File: src/rtl/adc_dual_reader.sv
// -----------------------------------------------------------------------------
// adc_dual_reader
//   Conversion sequencer and lockstep serial reader for the I/Q ADC pair.
//   A free-running period counter paces conversions. Each conversion:
//   raise mclk, wait for both busy lines to go high and then low (with a
//   timeout), clock DATA_W bits out of both ADCs MSB first, then publish the
//   pair with a one-cycle sample_valid strobe. There is no downstream
//   backpressure.
//
//   Ports
//     SYSCLK, NSYSRESET      system clock, async active-low reset
//     enable                 1 = keep converting, 0 = stop after current sample
//     busy_i, busy_q         ADC busy lines (asynchronous, synchronised here)
//     sdoa_i, sdoa_q         ADC serial data
//     mclk_i, mclk_q         conversion start (identical)
//     scka_i, scka_q         serial clock (identical)
//     sample_i, sample_q     last complete words, raw two's complement
//     sample_valid           1-cycle strobe: sample_i/q updated
//     tmo_err                1-cycle strobe: conversion aborted on busy timeout
//     tmo_count              saturating timeout count, cleared only by reset
// -----------------------------------------------------------------------------
module adc_dual_reader #(
    parameter int DATA_W     = 24,
    parameter int SAMPLE_DIV = 100,
    parameter int MCLK_HI    = 2,
    parameter int SCK_HALF   = 1,
    parameter int BUSY_TMO   = 63
) (
    input  logic              SYSCLK,
    input  logic              NSYSRESET,
    input  logic              enable,
    input  logic              busy_i,
    input  logic              busy_q,
    input  logic              sdoa_i,
    input  logic              sdoa_q,
    output logic              mclk_i,
    output logic              mclk_q,
    output logic              scka_i,
    output logic              scka_q,
    output logic [DATA_W-1:0] sample_i,
    output logic [DATA_W-1:0] sample_q,
    output logic              sample_valid,
    output logic              tmo_err,
    output logic [7:0]        tmo_count
);

    localparam int PW = (SAMPLE_DIV > 1) ? $clog2(SAMPLE_DIV) : 1;
    localparam int HW = (SCK_HALF > 1) ? $clog2(SCK_HALF) : 1;
    localparam int BW = $clog2(DATA_W + 1);

    localparam logic [PW-1:0] PERIOD_LAST = PW'(SAMPLE_DIV - 1);
    localparam logic [7:0]    MCLK_LAST   = 8'(MCLK_HI - 1);
    localparam logic [7:0]    TMO_LAST    = 8'(BUSY_TMO - 1);
    localparam logic [HW-1:0] HALF_LAST   = HW'(SCK_HALF - 1);
    localparam logic [BW-1:0] BITS_ALL    = BW'(DATA_W);

    typedef enum logic [2:0] {
        ST_IDLE    = 3'd0,
        ST_MCLK    = 3'd1,
        ST_WAIT_HI = 3'd2,
        ST_WAIT_LO = 3'd3,
        ST_SHIFT   = 3'd4,
        ST_DONE    = 3'd5
    } state_t;

    state_t             state_r;
    state_t             state_n;
    logic [PW-1:0]      period_r;
    logic [7:0]         cyc_r;
    logic [HW-1:0]      ph_r;
    logic [BW-1:0]      bit_r;
    logic               scka_r;
    logic               mclk_r;
    logic [DATA_W-1:0]  shift_i_r;
    logic [DATA_W-1:0]  shift_q_r;
    logic [DATA_W-1:0]  sample_i_r;
    logic [DATA_W-1:0]  sample_q_r;
    logic               valid_r;
    logic               tmo_err_r;
    logic [7:0]         tmo_cnt_r;
    logic               busy_i_meta_r;
    logic               busy_i_sync_r;
    logic               busy_q_meta_r;
    logic               busy_q_sync_r;
    logic               fire_tmo_s;
    logic               half_done_s;

    assign half_done_s = (ph_r == HALF_LAST);

    // Two-flop synchronisers for the asynchronous busy lines.
    always_ff @(posedge SYSCLK or negedge NSYSRESET) begin
        if (!NSYSRESET) begin
            busy_i_meta_r <= 1'b0;
            busy_i_sync_r <= 1'b0;
            busy_q_meta_r <= 1'b0;
            busy_q_sync_r <= 1'b0;
        end else begin
            busy_i_meta_r <= busy_i;
            busy_i_sync_r <= busy_i_meta_r;
            busy_q_meta_r <= busy_q;
            busy_q_sync_r <= busy_q_meta_r;
        end
    end

    // Sample-rate period counter; parked at 0 while disabled so re-enable starts at once.
    always_ff @(posedge SYSCLK or negedge NSYSRESET) begin
        if (!NSYSRESET) begin
            period_r <= {PW{1'b0}};
        end else if (!enable) begin
            period_r <= {PW{1'b0}};
        end else if (period_r == PERIOD_LAST) begin
            period_r <= {PW{1'b0}};
        end else begin
            period_r <= period_r + 1'b1;
        end
    end

    // FSM state register.
    always_ff @(posedge SYSCLK or negedge NSYSRESET) begin
        if (!NSYSRESET) begin
            state_r <= ST_IDLE;
        end else begin
            state_r <= state_n;
        end
    end

    // FSM next state; a wrap seen outside IDLE is simply lost (no catch-up).
    always_comb begin
        state_n    = state_r;
        fire_tmo_s = 1'b0;
        case (state_r)
            ST_IDLE: begin
                if (enable && (period_r == {PW{1'b0}})) begin
                    state_n = ST_MCLK;
                end else begin
                    state_n = ST_IDLE;
                end
            end
            ST_MCLK: begin
                if (cyc_r == MCLK_LAST) begin
                    state_n = ST_WAIT_HI;
                end else begin
                    state_n = ST_MCLK;
                end
            end
            ST_WAIT_HI: begin
                if (busy_i_sync_r || busy_q_sync_r) begin
                    state_n = ST_WAIT_LO;
                end else if (cyc_r == TMO_LAST) begin
                    state_n    = ST_IDLE;
                    fire_tmo_s = 1'b1;
                end else begin
                    state_n = ST_WAIT_HI;
                end
            end
            ST_WAIT_LO: begin
                if (!busy_i_sync_r && !busy_q_sync_r) begin
                    state_n = ST_SHIFT;
                end else if (cyc_r == TMO_LAST) begin
                    state_n    = ST_IDLE;
                    fire_tmo_s = 1'b1;
                end else begin
                    state_n = ST_WAIT_LO;
                end
            end
            ST_SHIFT: begin
                // Leave after the high phase of the final scka pulse.
                if (scka_r && half_done_s && (bit_r == BITS_ALL)) begin
                    state_n = ST_DONE;
                end else begin
                    state_n = ST_SHIFT;
                end
            end
            ST_DONE: begin
                state_n = ST_IDLE;
            end
            default: begin
                state_n = ST_IDLE;
            end
        endcase
    end

    // Cycle counter from the mclk rise; times both the mclk pulse and the busy timeout.
    always_ff @(posedge SYSCLK or negedge NSYSRESET) begin
        if (!NSYSRESET) begin
            cyc_r <= 8'd0;
        end else if ((state_r == ST_IDLE) && (state_n == ST_MCLK)) begin
            cyc_r <= 8'd0;
        end else if (cyc_r != 8'hFF) begin
            cyc_r <= cyc_r + 8'd1;
        end else begin
            cyc_r <= cyc_r;
        end
    end

    // scka generation and MSB-first capture on the last clk of each low phase.
    always_ff @(posedge SYSCLK or negedge NSYSRESET) begin
        if (!NSYSRESET) begin
            scka_r    <= 1'b0;
            ph_r      <= {HW{1'b0}};
            bit_r     <= {BW{1'b0}};
            shift_i_r <= {DATA_W{1'b0}};
            shift_q_r <= {DATA_W{1'b0}};
        end else if (state_r == ST_SHIFT) begin
            if (half_done_s) begin
                ph_r <= {HW{1'b0}};
                if (!scka_r) begin
                    scka_r    <= 1'b1;
                    bit_r     <= bit_r + 1'b1;
                    shift_i_r <= {shift_i_r[DATA_W-2:0], sdoa_i};
                    shift_q_r <= {shift_q_r[DATA_W-2:0], sdoa_q};
                end else begin
                    scka_r <= 1'b0;
                end
            end else begin
                ph_r <= ph_r + 1'b1;
            end
        end else begin
            scka_r <= 1'b0;
            ph_r   <= {HW{1'b0}};
            bit_r  <= {BW{1'b0}};
        end
    end

    // Registered outputs: mclk, sample publish, timeout strobe and counter.
    always_ff @(posedge SYSCLK or negedge NSYSRESET) begin
        if (!NSYSRESET) begin
            mclk_r     <= 1'b0;
            valid_r    <= 1'b0;
            sample_i_r <= {DATA_W{1'b0}};
            sample_q_r <= {DATA_W{1'b0}};
            tmo_err_r  <= 1'b0;
            tmo_cnt_r  <= 8'd0;
        end else begin
            mclk_r    <= (state_n == ST_MCLK);
            valid_r   <= (state_n == ST_DONE);
            tmo_err_r <= fire_tmo_s;
            if (state_n == ST_DONE) begin
                sample_i_r <= shift_i_r;
                sample_q_r <= shift_q_r;
            end else begin
                sample_i_r <= sample_i_r;
                sample_q_r <= sample_q_r;
            end
            if (fire_tmo_s && (tmo_cnt_r != 8'hFF)) begin
                tmo_cnt_r <= tmo_cnt_r + 8'd1;
            end else begin
                tmo_cnt_r <= tmo_cnt_r;
            end
        end
    end

    assign mclk_i       = mclk_r;
    assign mclk_q       = mclk_r;
    assign scka_i       = scka_r;
    assign scka_q       = scka_r;
    assign sample_i     = sample_i_r;
    assign sample_q     = sample_q_r;
    assign sample_valid = valid_r;
    assign tmo_err      = tmo_err_r;
    assign tmo_count    = tmo_cnt_r;

endmodule

File: config.mk
export PLATFORM = sky130hd
export DESIGN_NAME = adc_dual_reader
export DESIGN_NICKNAME = d
export VERILOG_FILES = /design/src/rtl/adc_dual_reader.sv
export SDC_FILE = /design/constraint.sdc
export NUM_CORES = 1
export LEC_CHECK = 0
export ABC_AREA = 0
export CAP_MARGIN = 20
export CORE_ASPECT_RATIO = 0.6
export CORE_MARGIN = 3
export CORE_UTILIZATION = 55
export DETAILED_ROUTE_END_ITERATION = 12
export PLACE_DENSITY = 0.79
export SYNTH_ARGS = -nofsm -noshare
export SYNTH_HDL_FRONTEND = slang
export SYNTH_SLANG_ARGS = --single-unit
export TNS_END_PERCENT = 50
File: constraint.sdc
create_clock -name SYSCLK -period 2.6 [get_ports SYSCLK]
set_input_delay 0.78 -clock SYSCLK [delete_from_list [all_inputs] [get_ports SYSCLK]]
set_output_delay 0.78 -clock SYSCLK [all_outputs]
set_load 0.01 [all_outputs]
==> impl_metrics.yaml, run 1 <==
timing:
  period_needed_ps: 2350
  hold_viol: 0
  period_share: 0.904
  worstMarginPinSlew_ps: 464
  setup_slack_ps: 250
  finalSetupTns_ps: 0
  slew_viol_final: 0
  rsz0062_at_grt: "false"
  fin_skew_ps: 4.98
  setup_viol: 0
  fmax_ghz: 0.426
  hold_ws_ps: 331
  maxSlewHeadroom: 0.690
clock_tree:
  post-cts-setup-buffers: 0
  hold_buffers: 0
  clock-root-buffer: "clkbuf_16"
  htreeDepth: 4
  clkLatencyLatePin_ps: 400
  clock-sinks: 135
  clk_path_buf_depth: 2
  cts-resized-gates: 0
  cts_tree: "done"
  numCtsBuffers: 17
  clk_pin_slew_ps: 50
yosys:
  yosysWarningCount: 0
  synth_fp_nets: 401
  synth-compound-area-share: 0.0278
  synth_ff_type: "dfrtp_1"
  muxShareOfSynthArea: 0.207
  synth_top_family_by_area: "multiplexers"
  synth_fa_ha_area_frac: 0.0182
  synth.largest_area_cell: "dfrtp_1"
  async_flop_share: 1.00
  synth_edf_count: 0
  seq_area_frac_synth: 0.616
  synthXorXnorAreaFrac: 0.0255
  synthSimpleGateAreaFrac: 0.0825
  syn-instance-count: 386
  netlist_area_um2: 5490
  synth-seq-cells: 135
  synth.area.top_cells: "dfrtp_1, mux2_2, mux2_1"
  synth.distinct_cells: 42
  avgSynthCellArea_um2: 14.2
  synth_top_cell_area_share: 0.616
route:
  vias: 3266
  drc: 0
  drt_wl_total_mm: 9.96
  viasPerCell: 5.39
  wl_per_cell_um: 16.4
  drt_iter0_drc: 189
  ant_nets: 0
  drt_pass1_iterations: 5
cells_and_area:
  utilization: 0.728
  layout.nets: 480
  area_growth_pct: 25.1
  drive_above_1_share: 0.269
  num_antenna_cells: 0
setup_path:
  required_ps: 1820
  worst-r2r-cell-count: 5
  critPathKind: "register to output pin"
  cp-start-kind: "register"
  cp_slowest_stage_delay_ps: 610
  r2r-start: "state_r[0]$_DFF_PN0_"
  worst-path-stages: 1
  slowest_stage: "clkdlybuf4s50_1"
  end_kind: "output pin"
  path_cells: "clkdlybuf4s50_1"
  endpoint: "scka_q"
  r2r_end: "shift_q_r[14]$_DFFE_PN0P_"
  cp.buffers_inverters: 1
  startpoint: "scka_i$_DFF_PN0_"
  critPathTopFamily: "buffers and inverters"
  cp_max_fo: 8
  r2r_slack_ps: 560
  arrival_ps: 1570
grt:
  use_met2: 0.275
  antenna_found_initial: 0
  grt_use_total: 0.193
  overflow: 0
  grt_pass1_wl_mm: 17.0
  grt_use_met3: 0.0702
  busiest_layer: "met1"
  grt_max_degree: 51
  grt_pass1_vias: 3331
  met1_usage: 0.286
job:
  max-cap-violations: 0
floorplan:
  ioPinCount: 69
  rows: 27
  start_util: 0.582
  die_h_um: 83.4
  fp.dieW_um: 135
  core_area_um2: 9430
  die_area_um2: 11300
place:
  place_worst_setup_slack_ps: 354
  place_congestion: 0.847
  place_hpwl_mm: 6.63
  io_buffers: 68
power:
  peakVddDrop_v: 0.000543
  p_leak_nw: 3.30
  power_density_nw_per_um2: 740
  power.total_mw: 5.08
worst_hold_path:
  hp-class: "input pin to async pin"
outcome:
  status: "finished, final reports clean"
## state kept, by name (all words and copies together), names as in the netlist
name           flops
shift_i_r         24
period_r           7
busy_q_sync_r      1
mclk_i             1
busy_i_meta_r      1
busy_i_sync_r      1
sample_q          24
sample_i          24
tmo_count          8
cyc_r              8
bit_r              5
scka_i             1
shift_q_r         24
tmo_err            1
sample_valid       1
state_r            3
busy_q_meta_r      1
## synth_stat cells (2+ instances only)
cell	number
nor3_1	5
nor4_1	2
nand3_1	10
and4_1	2
nor2b_1	3
xor2_1	11
a211oi_1	2
nand2b_1	3
dfrtp_1	135
buf_4	5
mux2_2	88
or3_1	2
ha_1	8
xnor2_1	5
a311oi_1	2
nor4_2	2
and3_1	2
and4b_1	2
nand2_1	11
buf_2	9
mux2_1	12
inv_1	9
nor2_1	27
a21oi_1	4
nand4_1	6
o21ai_0	3
## cells by family after synthesis
family / Yosys count
AO/OA/AOI/OAI: 19
XOR/XNOR: 16
adder cells (fa/ha/maj): 8
buffers and inverters: 24
flip-flops: 135
multiplexers: 101
AND/OR/NAND/NOR: 83
## how the worst min path moves through the flow
stage | start | endpoint | slack (ps)
finish | NSYSRESET | tmo_count[6]$_DFFE_PN0P_ | 330
global route | NSYSRESET | tmo_count[6]$_DFFE_PN0P_ | 350
CTS | NSYSRESET | tmo_count[6]$_DFFE_PN0P_ | 340
detailed placement | busy_i_meta_r$_DFF_PN0_ | busy_i_sync_r$_DFF_PN0_ | 340
global placement | busy_q_meta_r$_DFF_PN0_ | busy_q_sync_r$_DFF_PN0_ | 330
floorplan | busy_i_meta_r$_DFF_PN0_ | busy_i_sync_r$_DFF_PN0_ | 330
## layout make-up
class                      instances  area (µm²)
sequential                       135        3380
fill                             605        2560
multi-input combinational        227        1990
timing repair buffer              75         768
clock buffer                      26         489
tap                              130         163
clock inverter                     4        45.0
inverter                           9        33.8
## layer usage
layer,share of wire,vias to the layer above
met3,0.052,11
met1,0.50,1643
met4,0.0090,0
li1,-,1525
met5,0,-
met2,0.44,87
## stage by stage
step	cells	cell area, µm²
5_1_grt	606	6860
6_report	606	6860
3_3_place_gp	576	6330
2_1_floorplan	386	5490
4_1_cts	606	6860
3_5_place_dp	576	6330
## cells in the final DEF, fill, tap and decap left out, types with 8 or more instances in the layout
| cell | netlist | final |
|---|---|---|
| nand2_1 | 11 | 11 |
| mux2_2 | 88 | 88 |
| dfrtp_1 | 135 | 135 |
| mux2_1 | 12 | 12 |
| clkbuf_16 | 0 | 17 |
| xor2_1 | 11 | 11 |
| ha_1 | 8 | 8 |
| clkdlybuf4s50_1 | 0 | 67 |
| nor2_1 | 27 | 27 |
| inv_1 | 9 | 9 |
| nand3_1 | 10 | 10 |
## power by group
part / internal, mW / switching, mW
combinational: 0.244 / 0.284
clock: 1.37 / 0.783
sequential: 2.22 / 0.169
No activity file was read; power rests on OpenSTA's default activity.
==> run 2: changes to the inputs <==
==> constraint.sdc (replaced) <==
create_clock -name SYSCLK -period 2.6 [get_ports SYSCLK]
set_input_delay 0.65 -clock SYSCLK [delete_from_list [all_inputs] [get_ports SYSCLK]]
set_output_delay 0.65 -clock SYSCLK [all_outputs]
set_load 0.01 [all_outputs]
==> impl_metrics.yaml, run 2 (synthesized netlist as in run 1, its figures left out) <==
cells_and_area:
  utilization: 0.741
  drive_above_1_share: 0.283
  layout_commonest_cell: "dfrtp_1"
  area_growth_pct: 27.3
  nFillCells: 592
  final_cell_mix: "dfrtp_1, mux2_2, clkdlybuf4s50_1, nor2_1, clkbuf_16"
  layout.nets: 479
  num_antenna_cells: 0
clock_tree:
  numCtsBuffers: 17
  cts_tree: "done"
  clock-root-buffer: "clkbuf_16"
  htreeDepth: 4
  clk_path_buf_depth: 2
  cts-resized-gates: 0
  clk_pin_slew_ps: 50
  hold_buffers: 0
  clock-sinks: 135
  post-cts-setup-buffers: 0
  clkLatencyLatePin_ps: 410
route:
  viasPerCell: 5.38
  wl_per_cell_um: 16.8
  drc: 0
  ant_nets: 0
  drt_iter0_drc: 166
  vias: 3268
  drt_pass1_iterations: 4
  drt_wl_total_mm: 10.2
setup_path:
  cp_max_fo: 8
  cp.buffers_inverters: 1
  critPathTopFamily: "buffers and inverters"
  critPathKind: "register to output pin"
  path_cells: "clkdlybuf4s50_1"
  arrival_ps: 1590
  cp_slowest_stage_delay_ps: 610
  end_kind: "output pin"
  slowest_stage: "clkdlybuf4s50_1"
  required_ps: 1950
  cp-start-kind: "register"
power:
  power_density_nw_per_um2: 804
  peakVddDrop_v: 0.000466
  p_leak_nw: 3.34
  net-switching-power_mw: 1.31
  clkPwrFrac: 0.481
  power.internal_mw: 4.30
  power_frac_comb: 0.094
  seqPwrFrac: 0.425
  switching_share: 0.234
timing:
  maxSlewHeadroom: 0.621
  worstMarginPinSlew_ps: 568
  period_share: 0.860
  period_needed_ps: 2240
  rsz0062_at_grt: "false"
  fin_skew_ps: 4.43
  setup_viol: 0
  slew_viol_final: 0
  hold_viol: 0
  fmax_ghz: 0.447
  finalSetupTns_ps: 0
floorplan:
  core_area_um2: 9430
  rows: 27
  start_util: 0.582
  die_area_um2: 11300
  ioPinCount: 69
  fp.dieW_um: 135
  die_h_um: 83.4
grt:
  grt_pass1_wl_mm: 17.1
  antenna_found_initial: 0
  grt_pass1_vias: 3403
  grt_use_total: 0.194
  overflow: 0
  grt_max_degree: 48
place:
  io_buffers: 68
  place_hpwl_mm: 6.72
  place_congestion: 0.836
worst_hold_path:
  hp-class: "input pin to async pin"
job:
  max-cap-violations: 0
outcome:
  status: "finished, final reports clean"
-- run 2: changes by cell type in the layout (fill, tap and decap cells not counted), sizes merged --
cell / change
buf: -1
bufinv: +5
clkbuf: -7
clkinvlp: +4
-- run 2: worst paths after layout --
check	startpoint	slack (ps)	end	cells past startpoint
setup / recovery	scka_i$_DFF_PN0_	360	scka_i	1
max in group asynchronous	NSYSRESET	1720	shift_i_r[0]$_DFFE_PN0P_	2
setup reg to reg	state_r[0]$_DFF_PN0_	620	shift_i_r[23]$_DFFE_PN0P_	5
hold / removal	NSYSRESET	230	tmo_count[6]$_DFFE_PN0P_	1
hold reg to reg	busy_i_meta_r$_DFF_PN0_	350	busy_i_sync_r$_DFF_PN0_	0
min in group SYSCLK	busy_i_meta_r$_DFF_PN0_	350	busy_i_sync_r$_DFF_PN0_	0
-- run 2: power by group through the flow --
stage          clock [mW]  sequential [mW]  combinational [mW]
3_5_place_dp            0             2.42               0.522
4_1_cts              2.75             2.38               0.535
6_report             2.70             2.39               0.527
5_1_grt              2.86             2.41               0.589
3_3_place_gp            0             2.40               0.499
2_1_floorplan           0             2.36               0.385
-- run 2: cell type report --
type	instances	area, µm²	area share
Timing Repair Buffer	74	748	0.107
Clock buffer	19	453	0.0648
Inverter	9	33.8	0.00483
Multi-Input combinational cell	227	1990	0.284
Sequential cell	135	3380	0.483
Clock inverter	13	225	0.0322
Tap cell	130	163	0.0233
-- run 2: metal layers --
layer / part of all wire / GRT usage / routed length, µm
met2: 0.44 / 0.293 / 4500
met1: 0.49 / 0.271 / 4990
met3: 0.052 / 0.0617 / 527
met5: 0 / 0 / 0
met4: 0.016 / 0.0622 / 159
-- run 2: through the flow --
stage | setup slack (ps) | total power, mW | std cells | area (µm²) | hold WS, ps
6_report | 365 | 5.62 | 607 | 6990 | 234
5_1_grt | 294 | 5.85 | 607 | 6990 | 274
4_1_cts | 344 | 5.66 | 607 | 6990 | 248
3_5_place_dp | 362 | 2.94 | 575 | 6310 | 346
3_3_place_gp | 369 | 2.90 | 575 | 6310 | 335
2_1_floorplan | 833 | 2.74 | 386 | 5490 | 331
==> run 3: changes to the inputs <==
CORE_ASPECT_RATIO = not set   (was 0.6)
clock period = 2.2 ns   (was 2.6 ns; I/O delays follow)
==> impl_metrics.yaml, run 3 (synthesized netlist as in run 1, its figures left out) <==
route:
  ant_nets: 0
  drt_pass1_iterations: 4
  drt_iter0_drc: 95
  vias: 3281
  drt_wl_total_mm: 10.0
  viasPerCell: 5.37
  drc: 0
  wl_per_cell_um: 16.4
setup_path:
  end_kind: "output pin"
  cp_max_fo: 7
  slowest_stage: "clkdlybuf4s50_1"
  cp_slowest_stage_delay_ps: 580
  r2r_slack_ps: 160
  r2r-start: "bit_r[0]$_DFFE_PN0P_"
  cp.buffers_inverters: 1
  r2r_end: "sample_q[18]$_DFFE_PN0P_"
  worst-path-stages: 1
  critPathTopFamily: "buffers and inverters"
  path_cells: "clkdlybuf4s50_1"
  cp-start-kind: "register"
  arrival_ps: 1550
  required_ps: 1650
  critPathKind: "register to output pin"
  worst-r2r-cell-count: 7
timing:
  hold_viol: 0
  finalSetupTns_ps: 0
  period_needed_ps: 2100
  worstMarginPinSlew_ps: 474
  fmax_ghz: 0.476
  slew_viol_final: 0
  rsz0062_at_grt: "false"
  setup_viol: 0
  maxSlewHeadroom: 0.684
  period_share: 0.954
  fin_skew_ps: 5.86
clock_tree:
  numCtsBuffers: 17
  cts_tree: "done"
  clock-sinks: 135
  clock-root-buffer: "clkbuf_8"
  clkLatencyLatePin_ps: 510
  clk_path_buf_depth: 2
  htreeDepth: 4
  clk_pin_slew_ps: 60
job:
  max-cap-violations: 0
grt:
  overflow: 0
  grt_max_degree: 50
  grt_use_total: 0.200
  grt_pass1_wl_mm: 17.6
  grt_pass1_vias: 3596
  antenna_found_initial: 0
floorplan:
  core_area_um2: 9460
  die_area_um2: 11200
  start_util: 0.580
  rows: 35
  fp.dieW_um: 106
  die_h_um: 106
  ioPinCount: 69
worst_hold_path:
  holdCritStartpoint: "busy_q_meta_r$_DFF_PN0_"
  min_to: "busy_q_sync_r$_DFF_PN0_"
  hp-class: "register to register"
  hold_depth: 0
outcome:
  status: "finished, final reports clean"
place:
  io_buffers: 68
  place_inst: 578
  place_congestion: 0.833
  place_hpwl_mm: 6.29
cells_and_area:
  area_growth_pct: 27.6
  layout_commonest_cell: "dfrtp_1"
  final_cell_mix: "dfrtp_1, mux2_2, clkdlybuf4s50_1, nor2_1, clkbuf_16"
  nFillCells: 614
  multi_input_area_um2: 1990
  drive_above_1_share: 0.284
  regArea_um2: 3380
  num_antenna_cells: 0
  finalNonFillerCells: 611
  layout.nets: 484
power:
  peakVddDrop_v: 0.000712
  power_density_nw_per_um2: 914
  p_leak_nw: 3.38
## run 3: how the worst max path moves through the flow
stage,from,end,slack [ps]
5_1_grt,tmo_count[2]$_DFFE_PN0P_,tmo_count[2],40
4_1_cts,scka_i$_DFF_PN0_,scka_i,20
6_report,tmo_count[2]$_DFFE_PN0P_,tmo_count[2],100
2_1_floorplan,cyc_r[0]$_DFFE_PN0P_,tmo_count[1]$_DFFE_PN0P_,430
3_3_place_gp,enable,state_r[0]$_DFF_PN0_,200
3_5_place_dp,enable,state_r[0]$_DFF_PN0_,170
## run 3: layout make-up
class / instances / area share
clock inverters: 10 / 0.0238
repair buffers: 79 / 0.116
flip-flops and latches: 135 / 0.482
well taps: 129 / 0.0230
multi-input cells: 227 / 0.284
clock buffers: 22 / 0.0661
inverters: 9 / 0.00482
## run 3: through the flow
step	hold slack, ps	power [mW]	worst slack [ps]	cell area, µm²	util
after global placement	339	3.43	203	6360	0.673
after detailed placement	336	3.46	166	6360	0.673
after floorplan	254	3.24	433	5490	-
after CTS	350	6.46	17.0	7000	0.740
final	347	6.40	100	7000	0.740
after global routing	361	6.69	39.6	7000	0.740
## run 3: per-layer routing
layer	wire length, µm	vias to the layer above	global-route usage
li1	-	1527	-
met1	4340	1673	0.245
met2	5110	69	0.331
met3	454	12	0.0741
met4	108	0	0.0657
met5	0	-	0
## run 3: repair_timing
item | 4_1_cts | 5_1_grt
endpoints found under the hold margin | 28 | 0
hold buffers | 1 | 0
setup buffers | 0 | 0
resized for setup | 1 | 1
setup endpoints to repair | 1 | 1
## run 3: power by group
part           leakage (nW)  internal [mW]  total (mW)  switching (mW)
combinational          1.22          0.292       0.621           0.329
clock                 0.302           1.94        2.99            1.05
sequential             1.86           2.62        2.80           0.171
total                  3.38           4.86        6.40            1.55
